`config.mk`:
```
export PLATFORM = sky130hd
export DESIGN_NAME = ldm_stm_seq_flat
export DESIGN_NICKNAME = d
export VERILOG_FILES = /design/src/rtl/ldm_stm_seq_if.sv /design/src/rtl/ldm_stm_seq.sv /design/src/flat_wrapper.sv
export SDC_FILE = /design/constraint.sdc
export NUM_CORES = 1
export LEC_CHECK = 0
export CAP_MARGIN = 25
export CORE_MARGIN = 3
export CORE_UTILIZATION = 35
export CTS_BUF_LIST = sky130_fd_sc_hd__clkbuf_2 sky130_fd_sc_hd__clkbuf_4 sky130_fd_sc_hd__clkbuf_8
export DETAILED_ROUTE_END_ITERATION = 12
export SKIP_LAST_GASP = 1
export SYNTH_ARGS = -nofsm -noshare
export SYNTH_HDL_FRONTEND = slang
export SYNTH_SLANG_ARGS = --single-unit
```
`constraint.sdc`:
```
create_clock -name clk -period 7.2 [get_ports clk]
set_clock_uncertainty 0.15 [all_clocks]
set_input_delay 1.08 -clock clk [delete_from_list [all_inputs] [get_ports clk]]
set_output_delay 1.08 -clock clk [all_outputs]
set_load 0.01 [all_outputs]
```
`src/rtl/ldm_stm_seq_if.sv`:
```
// ldm_stm_seq_if
//   Bundles every non-clock signal of the LDM/STM block-transfer sequencer.
//   Signal names keep the sequencer-side direction suffixes (_i into the
//   sequencer, _o out of it).
//   Groups:
//     command   : start_i, load_i, up_i, pre_i, wb_i, rn_i, base_i, reglist_i
//     rf read   : ra_o -> rdata_i (combinational return)
//     rf write  : we_o, wa_o, wd_o (registered)
//     pc load   : pc_we_o, pc_o (registered)
//     memory    : mreq_o, mwe_o, maddr_o, mwdata_o, mrdata_i, mack_i
//     status    : busy_o, done_o
//   master = the sequencer, slave = the surrounding pipeline/memory/rf.
interface ldm_stm_seq_if;
  logic        start_i;
  logic        load_i;
  logic        up_i;
  logic        pre_i;
  logic        wb_i;
  logic [3:0]  rn_i;
  logic [31:0] base_i;
  logic [15:0] reglist_i;

  logic [3:0]  ra_o;
  logic [31:0] rdata_i;

  logic        we_o;
  logic [3:0]  wa_o;
  logic [31:0] wd_o;
  logic        pc_we_o;
  logic [31:0] pc_o;

  logic        mreq_o;
  logic        mwe_o;
  logic [31:0] maddr_o;
  logic [31:0] mwdata_o;
  logic [31:0] mrdata_i;
  logic        mack_i;

  logic        busy_o;
  logic        done_o;

  modport master (
    input  start_i, load_i, up_i, pre_i, wb_i, rn_i, base_i, reglist_i,
    output ra_o,
    input  rdata_i,
    output we_o, wa_o, wd_o, pc_we_o, pc_o,
    output mreq_o, mwe_o, maddr_o, mwdata_o,
    input  mrdata_i, mack_i,
    output busy_o, done_o
  );

  modport slave (
    output start_i, load_i, up_i, pre_i, wb_i, rn_i, base_i, reglist_i,
    input  ra_o,
    output rdata_i,
    input  we_o, wa_o, wd_o, pc_we_o, pc_o,
    input  mreq_o, mwe_o, maddr_o, mwdata_o,
    output mrdata_i, mack_i,
    input  busy_o, done_o
  );
endinterface

```
`src/rtl/ldm_stm_seq.sv`:
```
// ldm_stm_seq
//   Block-transfer sequencer for LDM/STM. Walks a 16-bit register list in
//   ascending order, one register per memory handshake, driving the rf write
//   port (loads), the rf third read port (stores) and the data-memory port.
//   Optionally finishes with a base-register writeback. Loads of r15 go out
//   on the PC port since the rf drops writes to r15.
//   Ports:
//     clk  - clock, all state changes on posedge
//     rst  - synchronous active-high reset; aborts any transfer in flight
//     bus  - ldm_stm_seq_if.master (command, rf, pc, memory, status)
//   Flow: IDLE -> XFER -> [WB] -> DONE -> IDLE
module ldm_stm_seq (
  input  logic          clk,
  input  logic          rst,
  ldm_stm_seq_if.master bus
);

  typedef enum logic [1:0] {S_IDLE, S_XFER, S_WB, S_DONE} state_e;

  // Command fields captured at start and held for the whole transfer.
  typedef struct packed {
    logic        load;
    logic        wb;
    logic [3:0]  rn;
    logic [15:0] list;    // original list, needed for the Rn-in-list test
    logic [31:0] wb_val;
  } cmd_t;

  state_e      state_q, state_d;
  cmd_t        cmd_q;
  logic [15:0] list_q;    // registers still to transfer
  logic [31:0] addr_q;    // current word address

  logic        we_q, pc_we_q;
  logic [3:0]  wa_q;
  logic [31:0] wd_q, pc_q;

  // ---------------------------------------------------------------------
  // Start-time address arithmetic (all mod 2^32)
  // ---------------------------------------------------------------------
  logic [4:0]  n_start;
  logic [31:0] four_n;
  logic [31:0] lowest_addr;
  logic [31:0] wb_val;

  always_comb begin
    n_start = '0;
    for (int k = 0; k < 16; k++) n_start += {4'b0, bus.reglist_i[k]};
  end

  assign four_n = {25'b0, n_start, 2'b00};

  always_comb begin
    lowest_addr = bus.base_i;
    unique case ({bus.up_i, bus.pre_i})
      2'b10: lowest_addr = bus.base_i;                    // IA
      2'b11: lowest_addr = bus.base_i + 32'd4;            // IB
      2'b00: lowest_addr = bus.base_i - four_n + 32'd4;   // DA
      2'b01: lowest_addr = bus.base_i - four_n;           // DB
      default: lowest_addr = bus.base_i;
    endcase
  end

  assign wb_val = bus.up_i ? (bus.base_i + four_n) : (bus.base_i - four_n);

  // ---------------------------------------------------------------------
  // Current register: lowest bit still set in the remaining list
  // ---------------------------------------------------------------------
  logic [3:0]  cur_reg;
  logic [15:0] cur_onehot;
  logic        last_beat;
  logic        beat_ack;
  logic        do_wb;

  always_comb begin
    cur_reg = '0;
    for (int k = 15; k >= 0; k--) begin
      if (list_q[k]) cur_reg = 4'(k);
    end
  end

  assign cur_onehot = 16'b1 << cur_reg;
  assign last_beat  = (list_q & ~cur_onehot) == 16'b0;
  assign beat_ack   = (state_q == S_XFER) && bus.mack_i;

  // A load that overwrites Rn from memory wins over the writeback; a
  // writeback to r15 would be dropped by the rf anyway, so skip it.
  assign do_wb = cmd_q.wb && (cmd_q.rn != 4'd15) &&
                 !(cmd_q.load && cmd_q.list[cmd_q.rn]);

  // ---------------------------------------------------------------------
  // FSM
  // ---------------------------------------------------------------------
  always_ff @(posedge clk) begin
    if (rst) state_q <= S_IDLE;
    else     state_q <= state_d;
  end

  always_comb begin
    state_d = state_q;
    unique case (state_q)
      S_IDLE: begin
        if (bus.start_i) state_d = (n_start == 5'd0) ? S_DONE : S_XFER;
      end
      S_XFER: begin
        if (beat_ack && last_beat) state_d = do_wb ? S_WB : S_DONE;
      end
      S_WB:    state_d = S_DONE;
      S_DONE:  state_d = S_IDLE;
      default: state_d = S_IDLE;
    endcase
  end

  // ---------------------------------------------------------------------
  // Datapath registers
  // ---------------------------------------------------------------------
  always_ff @(posedge clk) begin
    if (rst) begin
      cmd_q   <= '0;
      list_q  <= '0;
      addr_q  <= '0;
      we_q    <= 1'b0;
      wa_q    <= '0;
      wd_q    <= '0;
      pc_we_q <= 1'b0;
      pc_q    <= '0;
    end else begin
      // rf and PC strobes are single-cycle pulses
      we_q    <= 1'b0;
      pc_we_q <= 1'b0;

      unique case (state_q)
        S_IDLE: begin
          if (bus.start_i) begin
            cmd_q.load   <= bus.load_i;
            cmd_q.wb     <= bus.wb_i;
            cmd_q.rn     <= bus.rn_i;
            cmd_q.list   <= bus.reglist_i;
            cmd_q.wb_val <= wb_val;
            list_q       <= bus.reglist_i;
            addr_q       <= lowest_addr;
          end
        end
        S_XFER: begin
          if (bus.mack_i) begin
            list_q <= list_q & ~cur_onehot;
            addr_q <= addr_q + 32'd4;
            if (cmd_q.load) begin
              if (cur_reg == 4'd15) begin
                pc_we_q <= 1'b1;
                pc_q    <= bus.mrdata_i;
              end else begin
                we_q <= 1'b1;
                wa_q <= cur_reg;
                wd_q <= bus.mrdata_i;
              end
            end
          end
        end
        S_WB: begin
          we_q <= 1'b1;
          wa_q <= cmd_q.rn;
          wd_q <= cmd_q.wb_val;
        end
        default: ;
      endcase
    end
  end

  // ---------------------------------------------------------------------
  // Outputs. Memory-side outputs derive only from registered state, so
  // they hold steady across a stalled handshake.
  // ---------------------------------------------------------------------
  assign bus.mreq_o   = (state_q == S_XFER);
  assign bus.mwe_o    = (state_q == S_XFER) && !cmd_q.load;
  assign bus.maddr_o  = addr_q;
  assign bus.ra_o     = cur_reg;
  assign bus.mwdata_o = bus.rdata_i;

  assign bus.we_o     = we_q;
  assign bus.wa_o     = wa_q;
  assign bus.wd_o     = wd_q;
  assign bus.pc_we_o  = pc_we_q;
  assign bus.pc_o     = pc_q;

  assign bus.busy_o   = (state_q != S_IDLE);
  assign bus.done_o   = (state_q == S_DONE);

endmodule

```
`src/flat_wrapper.sv`:
```
// flat-port wrapper written by rule: the top's interface ports become plain ports
module ldm_stm_seq_flat 
  (clk, rst, bus_start_i, bus_load_i, bus_up_i, bus_pre_i, bus_wb_i, bus_rn_i, bus_base_i, bus_reglist_i, bus_ra_o, bus_rdata_i, bus_we_o, bus_wa_o, bus_wd_o, bus_pc_we_o, bus_pc_o, bus_mreq_o, bus_mwe_o, bus_maddr_o, bus_mwdata_o, bus_mrdata_i, bus_mack_i, bus_busy_o, bus_done_o);
  ldm_stm_seq_if bus_i ();
  input  logic clk;
  input  logic rst;
  input wire logic [$bits(bus_i.start_i)-1:0] bus_start_i;
  input wire logic [$bits(bus_i.load_i)-1:0] bus_load_i;
  input wire logic [$bits(bus_i.up_i)-1:0] bus_up_i;
  input wire logic [$bits(bus_i.pre_i)-1:0] bus_pre_i;
  input wire logic [$bits(bus_i.wb_i)-1:0] bus_wb_i;
  input wire logic [$bits(bus_i.rn_i)-1:0] bus_rn_i;
  input wire logic [$bits(bus_i.base_i)-1:0] bus_base_i;
  input wire logic [$bits(bus_i.reglist_i)-1:0] bus_reglist_i;
  output wire logic [$bits(bus_i.ra_o)-1:0] bus_ra_o;
  input wire logic [$bits(bus_i.rdata_i)-1:0] bus_rdata_i;
  output wire logic [$bits(bus_i.we_o)-1:0] bus_we_o;
  output wire logic [$bits(bus_i.wa_o)-1:0] bus_wa_o;
  output wire logic [$bits(bus_i.wd_o)-1:0] bus_wd_o;
  output wire logic [$bits(bus_i.pc_we_o)-1:0] bus_pc_we_o;
  output wire logic [$bits(bus_i.pc_o)-1:0] bus_pc_o;
  output wire logic [$bits(bus_i.mreq_o)-1:0] bus_mreq_o;
  output wire logic [$bits(bus_i.mwe_o)-1:0] bus_mwe_o;
  output wire logic [$bits(bus_i.maddr_o)-1:0] bus_maddr_o;
  output wire logic [$bits(bus_i.mwdata_o)-1:0] bus_mwdata_o;
  input wire logic [$bits(bus_i.mrdata_i)-1:0] bus_mrdata_i;
  input wire logic [$bits(bus_i.mack_i)-1:0] bus_mack_i;
  output wire logic [$bits(bus_i.busy_o)-1:0] bus_busy_o;
  output wire logic [$bits(bus_i.done_o)-1:0] bus_done_o;
  assign bus_i.start_i = bus_start_i;
  assign bus_i.load_i = bus_load_i;
  assign bus_i.up_i = bus_up_i;
  assign bus_i.pre_i = bus_pre_i;
  assign bus_i.wb_i = bus_wb_i;
  assign bus_i.rn_i = bus_rn_i;
  assign bus_i.base_i = bus_base_i;
  assign bus_i.reglist_i = bus_reglist_i;
  assign bus_ra_o = bus_i.ra_o;
  assign bus_i.rdata_i = bus_rdata_i;
  assign bus_we_o = bus_i.we_o;
  assign bus_wa_o = bus_i.wa_o;
  assign bus_wd_o = bus_i.wd_o;
  assign bus_pc_we_o = bus_i.pc_we_o;
  assign bus_pc_o = bus_i.pc_o;
  assign bus_mreq_o = bus_i.mreq_o;
  assign bus_mwe_o = bus_i.mwe_o;
  assign bus_maddr_o = bus_i.maddr_o;
  assign bus_mwdata_o = bus_i.mwdata_o;
  assign bus_i.mrdata_i = bus_mrdata_i;
  assign bus_i.mack_i = bus_mack_i;
  assign bus_busy_o = bus_i.busy_o;
  assign bus_done_o = bus_i.done_o;
  ldm_stm_seq u_core (.clk(clk), .rst(rst), .bus(bus_i));
endmodule
```
==> summary.md, run 1 <==
| Metric | Value |
|---|---|
| Ports | `266` |
| Detail Placement HPWL | `35340 um` |
| CP Capture Type | `flip-flop` |
| Vias in the first global route | `12317` |
| Tightest Pin Transition | `0.8818 ns` |
| RSZ-0062 raised after global routing | `true` |
| M3 GR Usage | `4.362%` |
| Global route overflow | `0` |
| # setup viols final | `0` |
| Number of cell rows | `67` |
| Top-area cell type share of the netlist area | `28.74%` |
| CTS Root Cell | `clkbuf_8` |
| Total CTS buffers | `17` |
| Register bit count reported by yosys | `174` |
| Setup WS post-layout | `0.1913 ns` |
| Post-synth top cells | `nand2_1 (280), dfxtp_1 (174), a21oi_1 (170)` |
| Met1 usage | `33.18%` |
| HP Class | `reg -> reg` |
| Nets@finish | `2062` |
| Yosys cell types | `78` |
| Vias per inst | `5.639` |
| Max Slew Vio Count | `0` |
| Post-synth ARST share | `0%` |
| Layout cells sized above 1 | `15.53%` |
| Post-Route WL | `47350 um` |
| Post-synth EDFFs | `0` |
| Syn Area/Cell | `7.315 sq um` |
| Final min period | `7.009 ns` |
| Max IR drop VDD | `0.2107 mV` |
| Ant diodes | `0` |
| Gr busiest metal | `met2` |
| Largest net degree at the start of global routing | `105` |
| Slew HR | `41.21%` |
| DRC Markers | `0` |
| Core area | `33870 sq um` |
| Starting Density | `35.79%` |
| Clk sink count | `174` |
| Syn Nets | `1819` |
| Vert. Die Dim | `192.1 um` |
| Most common cell in the synthesized netlist | `nand2_1` |
| Port Buffer Count | `201` |
| Die X | `192.1 um` |
| Met2 Track Usage GR | `40.05%` |
| CTS H-tree lvls | `4` |
| Lkg Pwr | `5.773 nW` |
| Detail Route Antenna Nets | `0` |
| Synth area leaders | `dfxtp_1 (29%), nand2_1 (8.7%), a21oi_1 (7.0%)` |
| Die ar. | `36900 sq um` |
| Arr. time, crit path | `7.22 ns` |
| Clock-pin slew on the worst setup and hold paths | `0.10 ns` |
| Period utilisation layout | `97.34%` |
| FILL cells | `3414` |
| CTS tree | `done` |
| Hold Violations, Final | `0` |
| Initial DRC Count | `1029` |
| Largest area contributor in the netlist | `dfxtp_1` |
| Area grow syn2layout | `32.51%` |
| Final design utilization | `47.43%` |
| Vias after detailed routing | `13307` |
| Worst-skew pair later-pin latency | `0.52 ns` |
| Max Cap Viol | `0` |
| PwrDens | `342.0 nW/um^2` |
| Startpoint Class | `input pin` |
| Worst slack at placement | `-0.8722 ns` |
| Setup TNS Final | `0 ns` |
| Fmax | `142.7 MHz` |
| Cells after Synth | `1657` |
| Seq/Total Area, Yosys | `28.74%` |
| First-pass GRT wire length | `70850 um` |
| Status | `finished clean` |
| Top FF cell, synth | `dfxtp_1` |
| CP Max Fanout | `7` |
| Initial antenna violation count | `0` |
| Crit path kind | `in -> reg` |
| Ys Warns | `0` |
| Clock buffer depth | `2` |
| Gpl congestion | `0.9368` |
| Total track usage | `24.65%` |
| Drt wl/cell | `20.06 um` |
| Mapped cell area | `12120 sq um` |
| DR pass1 iterations | `6` |
| Critical path required time | `7.41 ns` |
-- state kept, by name, indices dropped and copies added (netlist names) --
| signal | cells |
|---|---|
| u_core.cmd_q | 54 |
| u_core.bus.maddr_o | 32 |
| u_core.bus.pc_o | 32 |
| u_core.bus.wd_o | 32 |
| u_core.list_q | 16 |
| u_core.bus.wa_o | 4 |
| u_core.state_q | 2 |
| u_core.bus.pc_we_o | 1 |
| u_core.bus.we_o | 1 |
-- final cells by class --
cell class | count | area [sq um] | area share [%]
Sequential cell | 174 | 3483 | 21.69
Clock buffer | 18 | 247.7 | 1.542
Timing Repair Buffer | 378 | 3385 | 21.07
Inverter | 59 | 221.5 | 1.379
Multi-Input combinational cell | 1270 | 8003 | 49.82
Clock inverter | 13 | 162.7 | 1.013
Tap cell | 448 | 560.5 | 3.490
-- metal layers --
metal  part of all wire (%)  routed length [um]  vias to the layer above
li1                       -                   -                     6358
met1                     44               20960                     6321
met2                     46               21810                      550
met3                    6.9                3268                       78
met4                    2.8                1313                        0
met5                      0                   0                        -
-- power by group --
part | internal [W] | total, W | leakage [nW] | switching (W)
Sequential | 0.00117 | 0.00136 | 1.42 | 0.000194
Clock | 0.000350 | 0.000740 | 0.190 | 0.000389
Combinational | 0.00150 | 0.00339 | 4.16 | 0.00189
-- path summary, 6_finish.rpt --
path | startpoint | end | slack, ns | depth (start not counted)
max | bus_reglist_i[0] | u_core.bus.maddr_o[27]$_SDFFE_PP0P_ | 0.19 | 26
max reg2reg | u_core.list_q[0]$_SDFFE_PP0P_ | u_core.state_q[0]$_SDFFE_PP0P_ | 3.59 | 8
min | u_core.bus.pc_o[12]$_SDFFE_PP0P_ | u_core.bus.pc_o[12]$_SDFFE_PP0P_ | 0.30 | 2
min reg2reg | u_core.bus.pc_o[12]$_SDFFE_PP0P_ | u_core.bus.pc_o[12]$_SDFFE_PP0P_ | 0.30 | 2
-- cells in the final DEF, fill, tap and decap left out, types with 6 or more instances in the layout --
cell type,synthesis,routed
nor2_1,152,148
o21ai_0,57,55
a31oi_1,16,16
a21oi_1,170,168
nor4_1,34,31
fa_1,12,9
inv_1,59,55
nand3_1,37,36
a41oi_1,6,6
a22oi_1,14,14
dfxtp_1,174,174
o22ai_1,10,10
clkdlybuf4s50_1,0,193
and3_1,10,10
o21a_1,7,6
o31ai_1,11,11
nand4_1,16,16
a221oi_1,9,8
o32ai_1,9,9
mux2i_1,39,39
buf_4,32,173
xor2_1,23,22
xnor2_1,51,49
nor3_1,50,47
o21bai_1,6,6
or3_1,17,15
nor2b_1,7,6
a21o_1,15,15
or4_1,11,8
ha_1,26,18
and2_1,8,7
nand2_1,280,277
clkbuf_8,0,18
a211oi_1,59,56
clkinvlp_4,0,6
or2_2,8,8
nand2b_1,9,9
-- logic make-up after synthesis --
logic type,count (synthesis),share of synthesized area [%]
xor gates and xnor gates,76,5.615
muxes,47,4.428
DFF,174,28.74
buffers and inverters,213,7.752
AOI/OAI and AO/OA,446,23.89
and+or+nand+nor,663,24.92
adders and majority gates,38,4.666
-- critical path: stages --
cell	delay (ns)
buf_8	0.10
ha_4	0.25
inv_2	0.03
fa_1	0.45
fa_1	0.53
fa_1	0.45
fa_1	0.51
fa_2	0.40
fa_2	0.43
nor2b_1	0.14
o21a_2	0.21
inv_1	0.06
ha_2	0.19
buf_6	0.14
inv_2	0.05
buf_4	0.10
nand3_1	0.07
or3_1	0.40
a222oi_1	0.30
buf_4	0.20
o2111a_2	0.26
nand4_1	0.19
buf_4	0.22
nor3b_2	0.21
xnor2_1	0.15
o22ai_1	0.08
-- through the flow --
stage,cells,hold slack [ns],power [W],cell area [sq um]
floorplan,1657,0.2815,0.003270,12220
global placement,2317,0.2875,0.004601,15330
detailed placement,2318,0.2951,0.004628,15360
CTS,2354,0.3072,0.005420,15820
global route,2360,0.3246,0.005900,16060
finish,2360,0.3026,0.005493,16060
-- repair_timing --
action                                  4_1_cts  5_1_grt
hold buffers                                  0        0
endpoints found under the setup margin       22       17
setup buffers                                 5        4
pin swaps                                    18       24
gates resized for setup                      17       40
(Power assumes the default switching activity.)
==> inputs of run 2 (changes only) <==
--- a/config.mk
+++ b/config.mk
@@ -10,7 +10,9 @@
 export CORE_UTILIZATION = 35
 export CTS_BUF_LIST = sky130_fd_sc_hd__clkbuf_2 sky130_fd_sc_hd__clkbuf_4 sky130_fd_sc_hd__clkbuf_8
 export DETAILED_ROUTE_END_ITERATION = 12
+export GPL_ROUTABILITY_DRIVEN = 0
 export SKIP_LAST_GASP = 1
+export SLEW_MARGIN = 5
 export SYNTH_ARGS = -nofsm -noshare
 export SYNTH_HDL_FRONTEND = slang
 export SYNTH_SLANG_ARGS = --single-unit
==> run 2 against run 1 <==
Against the previous run:
- combinational power grew 2%
- final area is essentially flat
- sequential share of layout area is essentially flat
- global-route usage shrank 0.64 points
- final cell count grew 0.13%
- highest routed layer unchanged
- first-iteration DRC count shrank 8.6%
- worst setup slack lost 0.14 ns
- maximum frequency shrank 1.9%
- utilization is essentially flat
==> summary.md, run 2 (synthesized netlist as in run 1, its figures left out) <==
| Metric | Value |
|---|---|
| Port Buffer Count | `201` |
| Largest reg by FF count | `u_core.cmd_q` |
| Global route overflow | `0` |
| R2R Path Start | `u_core.list_q[1]$_SDFFE_PP0P_` |
| Slew HR | `31.78%` |
| Clock network power share | `12.4%` |
| NetSw | `0.002486 W` |
| Drt wl/cell | `19.34 um` |
| Seq pwr share | `24.8%` |
| Worst-skew pair later-pin latency | `0.48 ns` |
| Vias in the first global route | `12509` |
| Die ar. | `36900 sq um` |
| First-pass GRT wire length | `69900 um` |
| CTS H-tree lvls | `4` |
| Max reg flops | `54` |
| DR pass1 iterations | `5` |
| Detail Placement HPWL | `34100 um` |
| HP Class | `reg -> reg` |
| Crit. Startpoint | `bus_reglist_i[0]` |
| CTS tree | `done` |
| Vias per inst | `5.609` |
| Switching share of power | `45.26%` |
| Final Instance Count excl. Fillers | `2363` |
| CTS Root Cell | `clkbuf_8` |
| Status | `finished clean` |
| Ports | `266` |
| Post-Route WL | `45700 um` |
| Fmax | `139.9 MHz` |
| Lkg Pwr | `5.796 nW` |
| Number of cell rows | `67` |
| Placed Area | `15310 sq um` |
| Total track usage | `24.01%` |
| Internal power | `0.003006 W` |
| Ant diodes | `0` |
| Max Slew Vio Count | `0` |
| DRC Markers | `0` |
| Worst hold start | `u_core.bus.pc_o[28]$_SDFFE_PP0P_` |
| Nets@finish | `2064` |
| Placed insts | `2312` |
| Startpoint Class | `input pin` |
| Critical path required time | `7.39 ns` |
| Vias after detailed routing | `13255` |
| Largest net degree at the start of global routing | `97` |
| Clock buffer depth | `2` |
| PwrDens | `341.8 nW/um^2` |
| CP Max Fanout | `5` |
| RSZ-0062 raised after global routing | `true` |
| Crit path kind | `in -> reg` |
| Detail Route Antenna Nets | `0` |
| RR Endpoint | `u_core.state_q[0]$_SDFFE_PP0P_` |
| Hold Violations, Final | `0` |
| Max Cap Viol | `0` |
| Tightest Pin Transition | `1.023 ns` |
| Max IR drop VDD | `0.2055 mV` |
| Combinational cell fraction of total power | `62.9%` |
| Reg2reg path depth | `8` |
| CP Capture Type | `flip-flop` |
| Most common cell after layout, fill and taps aside | `nand2_1` |
| Starting Density | `35.79%` |
| Initial DRC Count | `941` |
| Crit path to | `u_core.bus.maddr_o[29]$_SDFFE_PP0P_` |
| Die X | `192.1 um` |
| Vert. Die Dim | `192.1 um` |
| Layout cells sized above 1 | `15.87%` |
| Core area | `33870 sq um` |
| Total power | `0.005492 W` |
| Total CTS buffers | `17` |
| Clk sink count | `174` |
| Arr. time, crit path | `7.33 ns` |
| Clock-pin slew on the worst setup and hold paths | `0.10 ns` |
| Commonest non-fill, non-tap cells in the layout | `nand2_1 (276), clkdlybuf4s50_1 (193), buf_4 (176)` |
| Final Instance Area | `16070 sq um` |
| Initial antenna violation count | `0` |
| Final min period | `7.147 ns` |
| Period utilisation layout | `99.27%` |
| Reg2reg setup slack | `3.67 ns` |
| Min-Delay Path Depth | `2` |
| # setup viols final | `0` |
| Area grow syn2layout | `32.54%` |
[run 2: power by group through the flow]
stage / clock, W / combinational (W) / sequential (W)
after floorplan: 0 / 0.00190 / 0.00137
after global placement: 0 / 0.00319 / 0.00137
after detailed placement: 0 / 0.00323 / 0.00138
after CTS: 0.000704 / 0.00334 / 0.00136
after global routing: 0.000735 / 0.00378 / 0.00139
final: 0.000679 / 0.00345 / 0.00136
[run 2: worst min path at each step]
stage	end	slack [ns]
after global routing	u_core.bus.pc_o[28]$_SDFFE_PP0P_	0.33
after global placement	u_core.bus.pc_o[20]$_SDFFE_PP0P_	0.29
final	u_core.bus.pc_o[28]$_SDFFE_PP0P_	0.30
after detailed placement	u_core.bus.pc_o[1]$_SDFFE_PP0P_	0.29
after CTS	u_core.bus.pc_o[1]$_SDFFE_PP0P_	0.31
after floorplan	u_core.cmd_q[10]$_SDFFE_PP0P_	0.28
[run 2: what timing repair did]
| item | CTS | global route |
|---|---|---|
| setup endpoints to repair | 25 | 22 |
| resized for setup | 26 | 38 |
| setup buffers | 11 | 7 |
| hold endpoints to repair | 0 | 0 |
| hold buffers | 0 | 0 |
| pin swaps | 20 | 35 |
[run 2: per-layer routing]
| metal | wire [um] | vias up | GRT usage (%) |
|---|---|---|---|
| met1 | 19930 | 6247 | 32.35 |
| met3 | 3654 | 97 | 5.092 |
| met5 | 0 | - | 0 |
| li1 | - | 6348 | - |
| met4 | 1639 | 0 | 9.667 |
| met2 | 20480 | 563 | 37.39 |
[run 2: cell type report]
type / instances / area [sq um]
clock inverter: 15 / 148.9
sequential: 174 / 3483
tap: 448 / 560.5
multi-input combinational: 1270 / 8036
fill: 3400 / 17800
timing repair buffer: 380 / 3378
clock buffer: 17 / 234.0
inverter: 59 / 224.0
[run 2: metrics by stage]
stage               TNS [ns]  util (%)  worst slack, ns  hold WS (ns)
detailed placement    -26.80     45.22          -0.9498        0.2937
floorplan             -1.022         -          -0.1751        0.2815
global route         -0.9220     47.44          -0.1425        0.3262
finish                     0     47.44          0.05276        0.3032
global placement      -23.36     45.14          -0.8256        0.2877
CTS                        0     46.79         0.001032        0.3065
[run 2: critical path, stage by stage]
cell,delay [ns]
buf_8,0.10
ha_4,0.25
inv_2,0.03
fa_1,0.52
fa_1,0.45
fa_1,0.54
fa_1,0.46
fa_2,0.42
fa_2,0.59
inv_4,0.06
fa_2,0.36
or2_4,0.26
a211oi_4,0.30
buf_4,0.17
o21ai_2,0.06
a222oi_1,0.35
buf_4,0.19
o2111a_2,0.26
nand4_1,0.23
buf_6,0.22
nor3_4,0.18
xor2_1,0.17
a211oi_1,0.08
==> inputs of run 3 (changes only) <==
--- a/config.mk
+++ b/config.mk
@@ -7,11 +7,12 @@
 export LEC_CHECK = 0
 export CAP_MARGIN = 25
 export CORE_MARGIN = 3
-export CORE_UTILIZATION = 35
+export CORE_UTILIZATION = 48
 export CTS_BUF_LIST = sky130_fd_sc_hd__clkbuf_2 sky130_fd_sc_hd__clkbuf_4 sky130_fd_sc_hd__clkbuf_8
 export DETAILED_ROUTE_END_ITERATION = 12
 export GPL_ROUTABILITY_DRIVEN = 0
-export SKIP_LAST_GASP = 1
+export PLACE_DENSITY = 0.79
+export SKIP_CTS_REPAIR_TIMING = 1
 export SLEW_MARGIN = 5
 export SYNTH_ARGS = -nofsm -noshare
 export SYNTH_HDL_FRONTEND = slang
==> run 3 against run 2 <==
Against the previous run:
- critical path depth stayed put
- routed wire length shrank 4.1%
- register-to-register slack got worse by 0.18 ns
- combinational power decreased by 2%
- final area shrank 1.4%
- power is 0.46% lower
- worst hold slack gained 0.0022 ns
- critical path type unchanged
- flip-flop and latch count unchanged
- first-iteration DRC count grew 70%
==> summary.md, run 3 (synthesized netlist as in run 1, its figures left out) <==
| Metric | Value |
|---|---|
| Most common cell after layout, fill and taps aside | `nand2_1` |
| Clk sink count | `174` |
| Max Cap Viol | `0` |
| Critical path required time | `7.40 ns` |
| Layout cells sized above 1 | `14.99%` |
| # setup viols final | `0` |
| Nets@finish | `2044` |
| PwrDens | `345.1 nW/um^2` |
| Vert. Die Dim | `164.9 um` |
| Startpoint Class | `input pin` |
| Area grow syn2layout | `30.69%` |
| Clock buffer depth | `2` |
| First-pass GRT wire length | `67140 um` |
| DRC Markers | `0` |
| Total track usage | `30.97%` |
| Vias after detailed routing | `13783` |
| Internal power | `0.002947 W` |
| Detail Route Antenna Nets | `0` |
| Final min period | `7.192 ns` |
| Max IR drop VDD | `0.2343 mV` |
| Seq pwr share | `24.9%` |
| Lkg Pwr | `5.771 nW` |
| Reg2reg setup slack | `3.49 ns` |
| Hold Violations, Final | `0` |
| HP Class | `reg -> reg` |
| FILL cells | `2105` |
| Status | `finished clean` |
| Drt wl/cell | `19.74 um` |
| Total power | `0.005466 W` |
| Port Buffer Count | `201` |
| Largest net degree at the start of global routing | `112` |
| Global route overflow | `0` |
| Slew HR | `39.35%` |
| Worst-skew pair later-pin latency | `0.49 ns` |
| Die X | `164.9 um` |
| RSZ-0062 raised after global routing | `true` |
| CP Max Fanout | `6` |
| Placed Area | `15030 sq um` |
| Vias per inst | `6.209` |
| CTS Root Cell | `clkbuf_8` |
| Number of cell rows | `57` |
| Tightest Pin Transition | `0.9063 ns` |
| Vias in the first global route | `12598` |
| Largest reg by FF count | `u_core.cmd_q` |
| Combinational cell fraction of total power | `61.7%` |
| DR pass1 iterations | `6` |
| Commonest non-fill, non-tap cells in the layout | `nand2_1 (278), clkdlybuf4s50_1 (193), dfxtp_1 (174)` |
| Arr. time, crit path | `7.39 ns` |
| Worst slack at placement | `-0.8672 ns` |
| Initial antenna violation count | `3` |
| Total CTS buffers | `17` |
| Crit path kind | `in -> reg` |
| Clock network power share | `13.4%` |
| Ports | `266` |
| Post-Route WL | `43830 um` |
| Reg2reg path depth | `8` |
| Clock-pin slew on the worst setup and hold paths | `0.11 ns` |
| Die ar. | `27200 sq um` |
| Crit. Startpoint | `bus_reglist_i[0]` |
| CP Capture Type | `flip-flop` |
| RR Endpoint | `u_core.state_q[0]$_SDFFE_PP0P_` |
| Worst hold start | `u_core.bus.pc_o[25]$_SDFFE_PP0P_` |
| R2R Path Start | `u_core.list_q[1]$_SDFFE_PP0P_` |
| Core area | `24530 sq um` |
| Setup WS post-layout | `0.008368 ns` |
| Starting Density | `49.41%` |
| Switching share of power | `46.08%` |
| Max reg flops | `54` |
| NetSw | `0.002519 W` |
| CTS tree | `done` |
| Period utilisation layout | `99.88%` |
| Fin Hold WS | `0.3055 ns` |
| Crit path to | `u_core.bus.maddr_o[23]$_SDFFE_PP0P_` |
| CTS H-tree lvls | `4` |
| Fmax | `139.1 MHz` |
| Final design utilization | `64.57%` |
| Initial DRC Count | `1595` |
| Final Instance Area | `15840 sq um` |
| Detail Placement HPWL | `31620 um` |
| Max Slew Vio Count | `0` |
run 3: worst max-delay path, stage by stage:
cell	delay, ns
buf_8	0.10
ha_4	0.25
inv_2	0.03
fa_1	0.45
fa_1	0.52
fa_1	0.54
fa_1	0.43
fa_2	0.38
fa_2	0.56
inv_2	0.07
ha_4	0.22
or2_4	0.28
a2111oi_4	0.53
buf_4	0.22
buf_12	0.11
o21ai_2	0.05
a211o_1	0.35
a21oi_4	0.21
nand4_1	0.29
buf_4	0.25
xor2_2	0.18
a211oi_2	0.21
nor3_1	0.07
run 3: stage by stage:
| step | instances | TNS (ns) |
|---|---|---|
| 2_1_floorplan | 1657 | -1.022 |
| 3_3_place_gp | 2170 | -18.85 |
| 3_5_place_dp | 2171 | -23.25 |
| 4_1_cts | 2203 | -5.608 |
| 5_1_grt | 2220 | -0.5688 |
| 6_report | 2220 | 0 |
run 3: cell type report:
class,instances,area (sq um),share of cell area [%]
diodes,1,2.502,0.01580
clock buffers,18,247.7,1.564
clock inverters,14,166.4,1.050
inverters,59,221.5,1.398
multi-input cells,1270,8038,50.74
flip-flops and latches,174,3483,21.99
well taps,324,405.4,2.559
repair buffers,360,3277,20.69
run 3: power groups by stage:
stage               logic [W]  registers [W]  clock network (W)
floorplan             0.00190        0.00137                  0
global placement      0.00305        0.00137                  0
detailed placement    0.00314        0.00137                  0
CTS                   0.00317        0.00135           0.000743
global route          0.00363        0.00139           0.000783
finish                0.00337        0.00136           0.000734
run 3: worst min path at each step:
| stage | end | slack (ns) | depth (start not counted) |
|---|---|---|---|
| final | u_core.bus.pc_o[25]$_SDFFE_PP0P_ | 0.31 | 2 |
| after global routing | u_core.bus.pc_o[4]$_SDFFE_PP0P_ | 0.32 | 2 |
| after global placement | u_core.bus.pc_o[7]$_SDFFE_PP0P_ | 0.29 | 2 |
| after CTS | u_core.bus.pc_o[8]$_SDFFE_PP0P_ | 0.31 | 2 |
| after detailed placement | u_core.bus.pc_o[25]$_SDFFE_PP0P_ | 0.29 | 2 |
| after floorplan | u_core.cmd_q[10]$_SDFFE_PP0P_ | 0.28 | 2 |
run 3: routing by layer:
metal	global-route usage, %	part of all wire, %
met1	39.97	39
met2	49.78	45
met3	5.568	10
met4	15.36	5.7
met5	0	0.062
